File: config.mk
export PLATFORM = sky130hd
export DESIGN_NAME = pipe_ctrl_unit
export DESIGN_NICKNAME = d
export VERILOG_FILES = /design/src/rtl/pipe_ctrl_pkg.sv /design/src/rtl/pipe_ctrl_unit_main_decoder.sv /design/src/rtl/pipe_ctrl_unit.sv
export SDC_FILE = /design/constraint.sdc
export NUM_CORES = 1
export LEC_CHECK = 0
export ABC_AREA = 1
export CORE_MARGIN = 2
export CORE_UTILIZATION = 25
export DETAILED_ROUTE_END_ITERATION = 10
export GPL_TIMING_DRIVEN = 0
export HOLD_SLACK_MARGIN = 0.03
export PLACE_DENSITY = 0.57
export SYNTH_ARGS = -nofsm -noshare
export SYNTH_HDL_FRONTEND = slang
export SYNTH_SLANG_ARGS = --single-unit
File: constraint.sdc
create_clock -name clk -period 3.7 [get_ports clk]
set_clock_uncertainty 0.15 [all_clocks]
set_input_delay 0.555 -clock clk [delete_from_list [all_inputs] [get_ports clk]]
set_output_delay 0.555 -clock clk [all_outputs]
set_load 0.02 [all_outputs]
File: src/rtl/pipe_ctrl_pkg.sv
// Shared types and constants for the pipelined MIPS control/hazard unit.
// Optional operand forwarding is selected by the PIPE_CTRL_FWD_EN macro.
package pipe_ctrl_pkg;

    localparam int REG_AW   = 5;
    localparam int ALU_OP_W = 4;

    localparam logic [5:0] OP_RTYPE = 6'd0;
    localparam logic [5:0] OP_BEQ   = 6'd4;
    localparam logic [5:0] OP_ADDI  = 6'd8;
    localparam logic [5:0] OP_LW    = 6'd35;
    localparam logic [5:0] OP_SW    = 6'd43;

    localparam logic [5:0] FN_ADD = 6'h20;
    localparam logic [5:0] FN_SUB = 6'h22;
    localparam logic [5:0] FN_AND = 6'h24;
    localparam logic [5:0] FN_OR  = 6'h25;
    localparam logic [5:0] FN_SLT = 6'h2A;

    localparam logic [ALU_OP_W-1:0] ALU_AND = 4'b0000;
    localparam logic [ALU_OP_W-1:0] ALU_OR  = 4'b0001;
    localparam logic [ALU_OP_W-1:0] ALU_ADD = 4'b0010;
    localparam logic [ALU_OP_W-1:0] ALU_SUB = 4'b0110;
    localparam logic [ALU_OP_W-1:0] ALU_SLT = 4'b0111;

    localparam logic [1:0] FWD_REGFILE = 2'd0;
    localparam logic [1:0] FWD_MEMWB   = 2'd1;
    localparam logic [1:0] FWD_EXMEM   = 2'd2;

    typedef struct packed {
        logic              reg_write;
        logic              mem_to_reg;
        logic [REG_AW-1:0] dest;
    } wb_ctrl_t;

    typedef struct packed {
        logic     mem_read;
        logic     mem_write;
        wb_ctrl_t wb;
    } mem_ctrl_t;

    // Full bundle held in ID/EX; later stages keep only the fields they still need.
    typedef struct packed {
        logic                reg_dst;
        logic                alu_src;
        logic [ALU_OP_W-1:0] alu_op;
        logic                branch;
        logic                illegal;
        mem_ctrl_t           mem;
    } ctrl_t;

    localparam ctrl_t BUBBLE = '0;

    // True when a valid ID instruction reads the nonzero register dest.
    function automatic logic reads_reg(input logic [REG_AW-1:0] dest,
                                       input logic              valid,
                                       input logic              use_rs,
                                       input logic              use_rt,
                                       input logic [REG_AW-1:0] rs,
                                       input logic [REG_AW-1:0] rt);
        return valid && (dest != '0) &&
               ((use_rs && (dest == rs)) || (use_rt && (dest == rt)));
    endfunction

    function automatic logic [1:0] fwd_sel(input wb_ctrl_t          exmem,
                                           input wb_ctrl_t          memwb,
                                           input logic [REG_AW-1:0] src);
        if (src != '0 && exmem.reg_write && exmem.dest == src)
            return FWD_EXMEM;
        if (src != '0 && memwb.reg_write && memwb.dest == src)
            return FWD_MEMWB;
        return FWD_REGFILE;
    endfunction

endpackage

File: src/rtl/pipe_ctrl_unit_main_decoder.sv
// Combinational opcode/funct decoder producing the ID-stage control bundle.
// Unsupported encodings yield a bubble carrying only the illegal flag.
import pipe_ctrl_pkg::*;

module main_decoder (
    input  logic [5:0]        opcode,
    input  logic [5:0]        funct,
    input  logic [REG_AW-1:0] rt,
    input  logic [REG_AW-1:0] rd,
    output ctrl_t             bundle,
    output logic              uses_rs,
    output logic              uses_rt
);

    logic bad;

    always_comb begin
        bundle  = BUBBLE;
        uses_rt = 1'b0;
        bad     = 1'b0;
        case (opcode)
            OP_RTYPE: begin
                bundle.reg_dst          = 1'b1;
                bundle.mem.wb.reg_write = 1'b1;
                uses_rt                 = 1'b1;
                case (funct)
                    FN_ADD:  bundle.alu_op = ALU_ADD;
                    FN_SUB:  bundle.alu_op = ALU_SUB;
                    FN_AND:  bundle.alu_op = ALU_AND;
                    FN_OR:   bundle.alu_op = ALU_OR;
                    FN_SLT:  bundle.alu_op = ALU_SLT;
                    default: bad = 1'b1;
                endcase
            end
            OP_LW: begin
                bundle.alu_src           = 1'b1;
                bundle.mem.mem_read      = 1'b1;
                bundle.mem.wb.mem_to_reg = 1'b1;
                bundle.mem.wb.reg_write  = 1'b1;
                bundle.alu_op            = ALU_ADD;
            end
            OP_SW: begin
                bundle.alu_src       = 1'b1;
                bundle.mem.mem_write = 1'b1;
                bundle.alu_op        = ALU_ADD;
                uses_rt              = 1'b1;
            end
            OP_BEQ: begin
                bundle.branch = 1'b1;
                bundle.alu_op = ALU_SUB;
                uses_rt       = 1'b1;
            end
            OP_ADDI: begin
                bundle.alu_src          = 1'b1;
                bundle.mem.wb.reg_write = 1'b1;
                bundle.alu_op           = ALU_ADD;
            end
            default: bad = 1'b1;
        endcase

        if (bad) begin
            bundle         = BUBBLE;
            bundle.illegal = 1'b1;
            uses_rt        = 1'b0;
        end else begin
            bundle.mem.wb.dest = bundle.reg_dst ? rd : rt;
            // r0 is hardwired; writes to it are dropped so nothing forwards from it.
            if (bundle.mem.wb.dest == '0)
                bundle.mem.wb.reg_write = 1'b0;
        end
        uses_rs = !bad;
    end

endmodule

File: src/rtl/pipe_ctrl_unit.sv
// Pipelined main control + hazard unit: ID/EX, EX/MEM, MEM/WB control registers,
// load-use stall, branch flush. Define PIPE_CTRL_FWD_EN to enable forwarding selects.
import pipe_ctrl_pkg::*;

module pipe_ctrl_unit (
    input  logic                clk,
    input  logic                reset,
    input  logic                id_valid,
    input  logic [5:0]          opcode,
    input  logic [5:0]          funct,
    input  logic [REG_AW-1:0]   rs,
    input  logic [REG_AW-1:0]   rt,
    input  logic [REG_AW-1:0]   rd,
    input  logic                ex_zero,
    output logic                ex_reg_dst,
    output logic                ex_alu_src,
    output logic [ALU_OP_W-1:0] ex_alu_op,
    output logic                mem_read,
    output logic                mem_write,
    output logic                wb_reg_write,
    output logic                wb_mem_to_reg,
    output logic [REG_AW-1:0]   wb_dest,
    output logic                stall,
    output logic                flush,
    output logic [1:0]          fwd_a,
    output logic [1:0]          fwd_b,
    output logic                illegal
);

    ctrl_t     dec;
    ctrl_t     id_ex;
    mem_ctrl_t ex_mem;
    wb_ctrl_t  mem_wb;
    logic      uses_rs;
    logic      uses_rt;
    logic      hit_idex;
    logic      load_use;
    logic      raw_stall;
    logic      take;

    main_decoder u_dec (
        .opcode  (opcode),
        .funct   (funct),
        .rt      (rt),
        .rd      (rd),
        .bundle  (dec),
        .uses_rs (uses_rs),
        .uses_rt (uses_rt)
    );

    always_comb begin
        hit_idex = reads_reg(id_ex.mem.wb.dest, id_valid, uses_rs, uses_rt, rs, rt);
        load_use = id_ex.mem.mem_read && hit_idex;
    end

`ifdef PIPE_CTRL_FWD_EN
    logic [REG_AW-1:0] ex_rs;
    logic [REG_AW-1:0] ex_rt;

    always_ff @(posedge clk or negedge reset) begin
        if (!reset) begin
            ex_rs <= '0;
            ex_rt <= '0;
        end else if (take && uses_rs) begin
            ex_rs <= rs;
            ex_rt <= rt;
        end else begin
            ex_rs <= '0;
            ex_rt <= '0;
        end
    end

    always_comb begin
        raw_stall = load_use;
        fwd_a     = fwd_sel(ex_mem.wb, mem_wb, ex_rs);
        fwd_b     = fwd_sel(ex_mem.wb, mem_wb, ex_rt);
    end
`else
    logic hit_exmem;

    // Without forwarding, any in-flight producer in EX or MEM blocks the reader;
    // the register file resolves the MEM/WB case by writing before reading.
    always_comb begin
        hit_exmem = reads_reg(ex_mem.wb.dest, id_valid, uses_rs, uses_rt, rs, rt);
        raw_stall = load_use
                  | (id_ex.mem.wb.reg_write & hit_idex)
                  | (ex_mem.wb.reg_write & hit_exmem);
        fwd_a     = FWD_REGFILE;
        fwd_b     = FWD_REGFILE;
    end
`endif

    always_comb begin
        flush = id_ex.branch & ex_zero;
        stall = raw_stall & ~flush;
        take  = id_valid & ~stall & ~flush;
    end

    always_ff @(posedge clk or negedge reset) begin
        if (!reset) begin
            id_ex  <= BUBBLE;
            ex_mem <= '0;
            mem_wb <= '0;
        end else begin
            id_ex  <= take ? dec : BUBBLE;
            ex_mem <= id_ex.mem;
            mem_wb <= ex_mem.wb;
        end
    end

    always_comb begin
        ex_reg_dst    = id_ex.reg_dst;
        ex_alu_src    = id_ex.alu_src;
        ex_alu_op     = id_ex.alu_op;
        illegal       = id_ex.illegal;
        mem_read      = ex_mem.mem_read;
        mem_write     = ex_mem.mem_write;
        wb_reg_write  = mem_wb.reg_write;
        wb_mem_to_reg = mem_wb.mem_to_reg;
        wb_dest       = mem_wb.dest;
    end

endmodule

# --- Word level (Yosys, flattened, before mapping) ---
# Index checks and enable logic that the tools add are counted.
totals:
  register_bits: 33
  latchBits: 0
  mem_bits_rw: 0
  rom_bits: 0
  input_bits: 31
  output_inout_bits: 22
  word_cells: 81
  mem_count: 0
classes:
  add_sub_neg: 0
  n_mul: 0
  div: 0
  n_lt_le_gt_ge: 0
  eq_ne: 13
  n_shift: 0
  muxes: 19
  n_bitwise: 10
  reduce_logical: 21
op_table:
  columns: ["op", "count"]
  rows:
  - ["== test 6 bit, second input constant", 7]
  - ["== test 5 bit", 4]
  - ["2-to-1 mux 17 bit", 1]
  - ["2-to-1 mux 1 bit", 12]
  - ["case mux 3 bit (4 select lines)", 1]
  - ["2-to-1 mux 10 bit", 1]
  - ["2-to-1 mux 5 bit", 2]
  - ["nonzero test 5 bit", 2]
  - ["logical AND 1 bit", 9]
  - ["case mux 3 bit (3 select lines)", 1]
  - ["OR reduction 3 bit", 3]
  - ["AND 1 bit", 6]
  - ["== test 6 x 3 -> 1 bit, second input constant", 1]
  - ["== test 6 x 4 -> 1 bit, second input constant", 1]
  - ["logical NOT 6 bit", 1]
  - ["logical NOT 5 bit", 1]
  - ["OR reduction 5 bit", 1]
  - ["OR reduction 4 bit", 1]
  - ["logical OR 1 bit", 2]
  - ["NOT 1 bit", 2]
  - ["bitwise OR 1 bit", 2]
  - ["case mux 1 bit (2 select lines)", 1]
  - ["logical NOT 1 bit", 1]

# --- Longest topological paths before layout ---
logic_depth:
  depth_word: 16
  ltp_mapped: 12
  mapped_depth_nobuf: 12

# --- Cells and area by module ---
# Synthesis repeated with hierarchy kept, for this count alone.
unflattened:
  cells_unflattened: 280
  hier_area_um2: 1949.4
modules_own_cells:
  columns: ["mod", "instances", "cells_each", "area_each_um2", "seq_area_each_um2"]
  rows:
  - ["pipe_ctrl_unit", 1, 191, 1490.2, 825.8]
  - ["main_decoder", 1, 89, 459.2, 0.0]

# --- Least setup slack after synthesis ---
# No wires, ideal clock.
synth_timing:
  path_type: "in2out"
  from: "input opcode[3]"
  to: "output stall"
  arrival_ns: 1.441
  t_required_ns: 2.995
  setup_slack_ns: 1.554
  path_stages: 9
  path_buffers: 0
  path_cell_list: "inv_1 -> nor2_1 -> nand3_1 -> and3_4 -> nand2_2 -> nand2_4 -> nor2_4 -> nand2_8 -> inv_2"
synth_between:
  elab_chain_len: 11
  elab_cells_between_ends: 25
  cone_classes: "4 x eq/ne; 3 x mux; 5 x bitwise; 13 x reduce/logical"
synth_rtl:
  columns: ["element", "line", "source"]
  rows:
  - ["start: declaration", "pipe_ctrl_unit.sv:9", "input logic [5:0] opcode,"]
  - ["== test 6 x 3 -> 1 bit (tied with other cells)", "pipe_ctrl_unit_main_decoder.sv:21", "case (opcode)"]
  - ["OR reduction 4 bit (no source line) / OR reduction 3 bit (equally long branches)", null, null]
  - ["case mux 1 bit (2 select lines) / 2-to-1 mux 1 bit (equally long branches)", "pipe_ctrl_unit_main_decoder.sv:21", null]
  - ["2-to-1 mux 1 bit / logical NOT 1 bit (equally long branches)", "pipe_ctrl_unit_main_decoder.sv:61, pipe_ctrl_unit_main_decoder.sv:71", null]
  - ["logical AND 1 bit", "pipe_ctrl_pkg.sv:62", "((use_rs && (dest == rs)) || (use_rt && (dest == rt)));"]
  - ["logical OR 1 bit", "pipe_ctrl_pkg.sv:62", null]
  - ["logical AND 1 bit", "pipe_ctrl_pkg.sv:61", "return valid && (dest != '0) &&"]
  - ["AND 1 bit / logical AND 1 bit (equally long branches)", "pipe_ctrl_unit.sv:86, pipe_ctrl_unit.sv:53", null]
  - ["bitwise OR 1 bit", "pipe_ctrl_unit.sv:86", "| (id_ex.mem.wb.reg_write & hit_idex)"]
  - ["bitwise OR 1 bit (*)", "pipe_ctrl_unit.sv:87", "| (ex_mem.wb.reg_write & hit_exmem);"]
  - ["AND 1 bit (*)", "pipe_ctrl_unit.sv:95", "stall = raw_stall & ~flush;"]
  - ["end: declaration", "pipe_ctrl_unit.sv:23", "output logic stall,"]
# Mark *: on every way between the ends. The rest lies on a longest branch, timed or not.

# --- Worst setup path after layout ---
layout_timing:
  from: "input opcode[2]"
  to: "output stall"
# Same word-level chain as after synthesis.

==> results.toml <==
[synth]
synth.largest_area_cell = "dfrtp_1"
netlist_area_um2 = 1723
synth_edf_count = 0
ys_seq_area_share_pct = 43.57
synthArstFlopShare_pct = 100.0
avgSynthCellArea_um2 = 8.323
synth_cells = 207
ys_warn_count = 0
synthTopCellsByArea = "dfrtp_1, nand2_1, nor2_2, inv_1, nand3_1"
netlist.area_leader.share_pct = 43.57
yosys.cell_types.count = 31
synth-seq-cells = 30
yosys_most_used_dff = "dfrtp_1"

[placement]
globalplace.congestion = 0.8448
dpl.hpwl_mm = 2.872
io_buffers = 47

[routing]
drtPass1Iterations = 4
drt_iter0_drc = 28
via_count = 1390
postRouteAntennaNets = 0
drcViolationCount = 0
vias_per_cell = 4.017
routedWlPerCell_um = 10.48
totalWireLength_mm = 3.626

[final_layout]
max_flop_register = "id_ex"
final_cell_mix = "nand2_1, clkdlybuf4s50_1, dfrtp_1"
largest_reg_flops = 9
area_growth_pct = 39.00
nets = 296
final_common_cell = "nand2_1"
final_layout_size_suffix_gt1_share_pct = 20.68
antenna_cells = 0

[sta]
setup_tns_ns = 0
rsz0062_at_grt = "false"
period_minus_slack_ns = 3.339
fmax_ghz = 0.2995
hold_slack_ns = 0.1535
setup_viol = 0
hold_violations = 0
worstMarginPinSlew_ns = 0.6691
drv_slew = 0
slew_headroom_pct = 55.40
fin_crit_sh_pct = 90.24

[critical_path]
cp-start-kind = "input pin"
cpPeakStageDelay_ns = 0.60
arrival_ns = 2.63
path_max_fanout = 4
cp_top_family = "buffers and inverters"
worstPathCellList = "clkdlybuf4s50_1 > nor2_1 > nand3_1 > nand2_1 > nand2_1 > o21ai_1 > nand2_1 > nand2_2 > nand2_8 > inv_2 > clkdlybuf4s50_1"
crit_top_cell = "nand2_1"
required_ns = 2.99
cp_num_buf_inv = 3
slowest_stage = "clkdlybuf4s50_1"
endpoint_kind = "output pin"
crit_type = "in2out"

[floorplan]
row_count = 30
die_h_um = 87.02
dieArea_um2 = 7572
initial_core_util_pct = 25.64
pin_count = 53
die_w_um = 87.02
coreArea_um2 = 6719

[power_and_ir_drop]
ir_worst_vdd_mv = 0.09959
leakagePower_nw = 1.144
p_per_area_nw_per_um2 = 301.0

[cts]
clk_latency_ns = 0.28
cts_buffers = 5
cts_buffer_depth = 2
hold_buffers = 0
cts_tree = "yes"
clkSlewWorstSetupHoldPaths_ns = 0.06
h-tree-depth = 2
cts_sinks = 30
post_cts_buffers = 0
cts-resized-gates = 0
clockRootBuffer = "clkbuf_8"

[global_route]
grt_overflow = 0
grt_pass1_wl_mm = 6.237
grt_pass1_vias = 1374
antenna_found_initial = 0
grt_start_max_net_pins = 31
grt_use_total_pct = 10.77

[run_status]
status = "finished clean"

[job]
max_cap_violations = 0

[min_path]
min_path_type = "in2async"
## cells in the mapped netlist, types with 2 or more instances
master	count
nor2_2	17
buf_4	8
xor2_1	5
nor3_1	3
nand2_8	2
inv_1	27
nor2_4	2
nand3_1	14
nor2_1	13
nand3_4	2
nand2_2	2
xnor2_1	4
inv_2	6
nand3_2	2
o21ai_0	5
nand2_1	51
dfrtp_1	30
## area by class of cell
| type | instances | area [µm²] |
|---|---|---|
| inverter | 34 | 135.1 |
| tap | 80 | 100.1 |
| buffer | 8 | 60.06 |
| clock inverter | 1 | 5.005 |
| sequential | 30 | 750.7 |
| fill | 685 | 4324 |
| clock buffer | 7 | 86.33 |
| timing repair buffer | 47 | 465.4 |
| multi-input combinational | 139 | 792.0 |
## logic make-up after synthesis
kind of cell,share of synthesized area [%]
XOR/XNOR,4.575
other,0.2177
AO/OA/AOI/OAI,4.139
AND/OR/NAND/NOR,36.17
buffers and inverters,11.33
flip-flops,43.57
## worst reg2reg max path: cells and delay by family (launching register included)
family	cells	cell delay, ns
AO/OA/AOI/OAI	1	0.14
flip-flops	1	0.41
AND/OR/NAND/NOR	8	0.80
## final timing paths
path	start	end	slack, ns	cells after the start
max in group asynchronous	reset	mem_read	2.81	1
max	opcode[2]	stall	0.36	11
max reg2reg	ex_mem[1]	illegal	2.09	9
min	reset	wb_dest[1]	0.15	1
min reg2reg	id_ex[7]	mem_write	0.22	0
min in group clk	id_ex[7]	mem_write	0.22	0
## metal layers
| layer | GRT usage, % | wire length, µm | up-vias |
|---|---|---|---|
| met5 | 0 | 0 | - |
| met4 | 4.688 | 74 | 0 |
| met3 | 3.507 | 208 | 7 |
| met2 | 17.49 | 1675 | 40 |
| met1 | 12.99 | 1668 | 607 |
| li1 | - | - | 736 |
## per-stage QoR
stage	area (µm²)	setup slack, ns	power (mW)	util (%)	instances
6_report	2395	0.3610	0.7208	35.64	346
4_1_cts	2400	0.3402	0.7322	35.72	346
2_1_floorplan	1738	1.554	0.3953	-	211
3_3_place_gp	2308	0.3525	0.4527	34.36	338
5_1_grt	2395	0.1964	0.7560	35.64	346
3_5_place_dp	2308	0.3390	0.4535	34.36	338
## where the power goes
group	switching, mW	leakage (nW)	internal [mW]
logic	0.0571	0.680	0.0537
registers	0.00271	0.416	0.332
clock network	0.126	0.0482	0.150
total	0.185	1.14	0.535
Power figures use the tool's default switching activity.
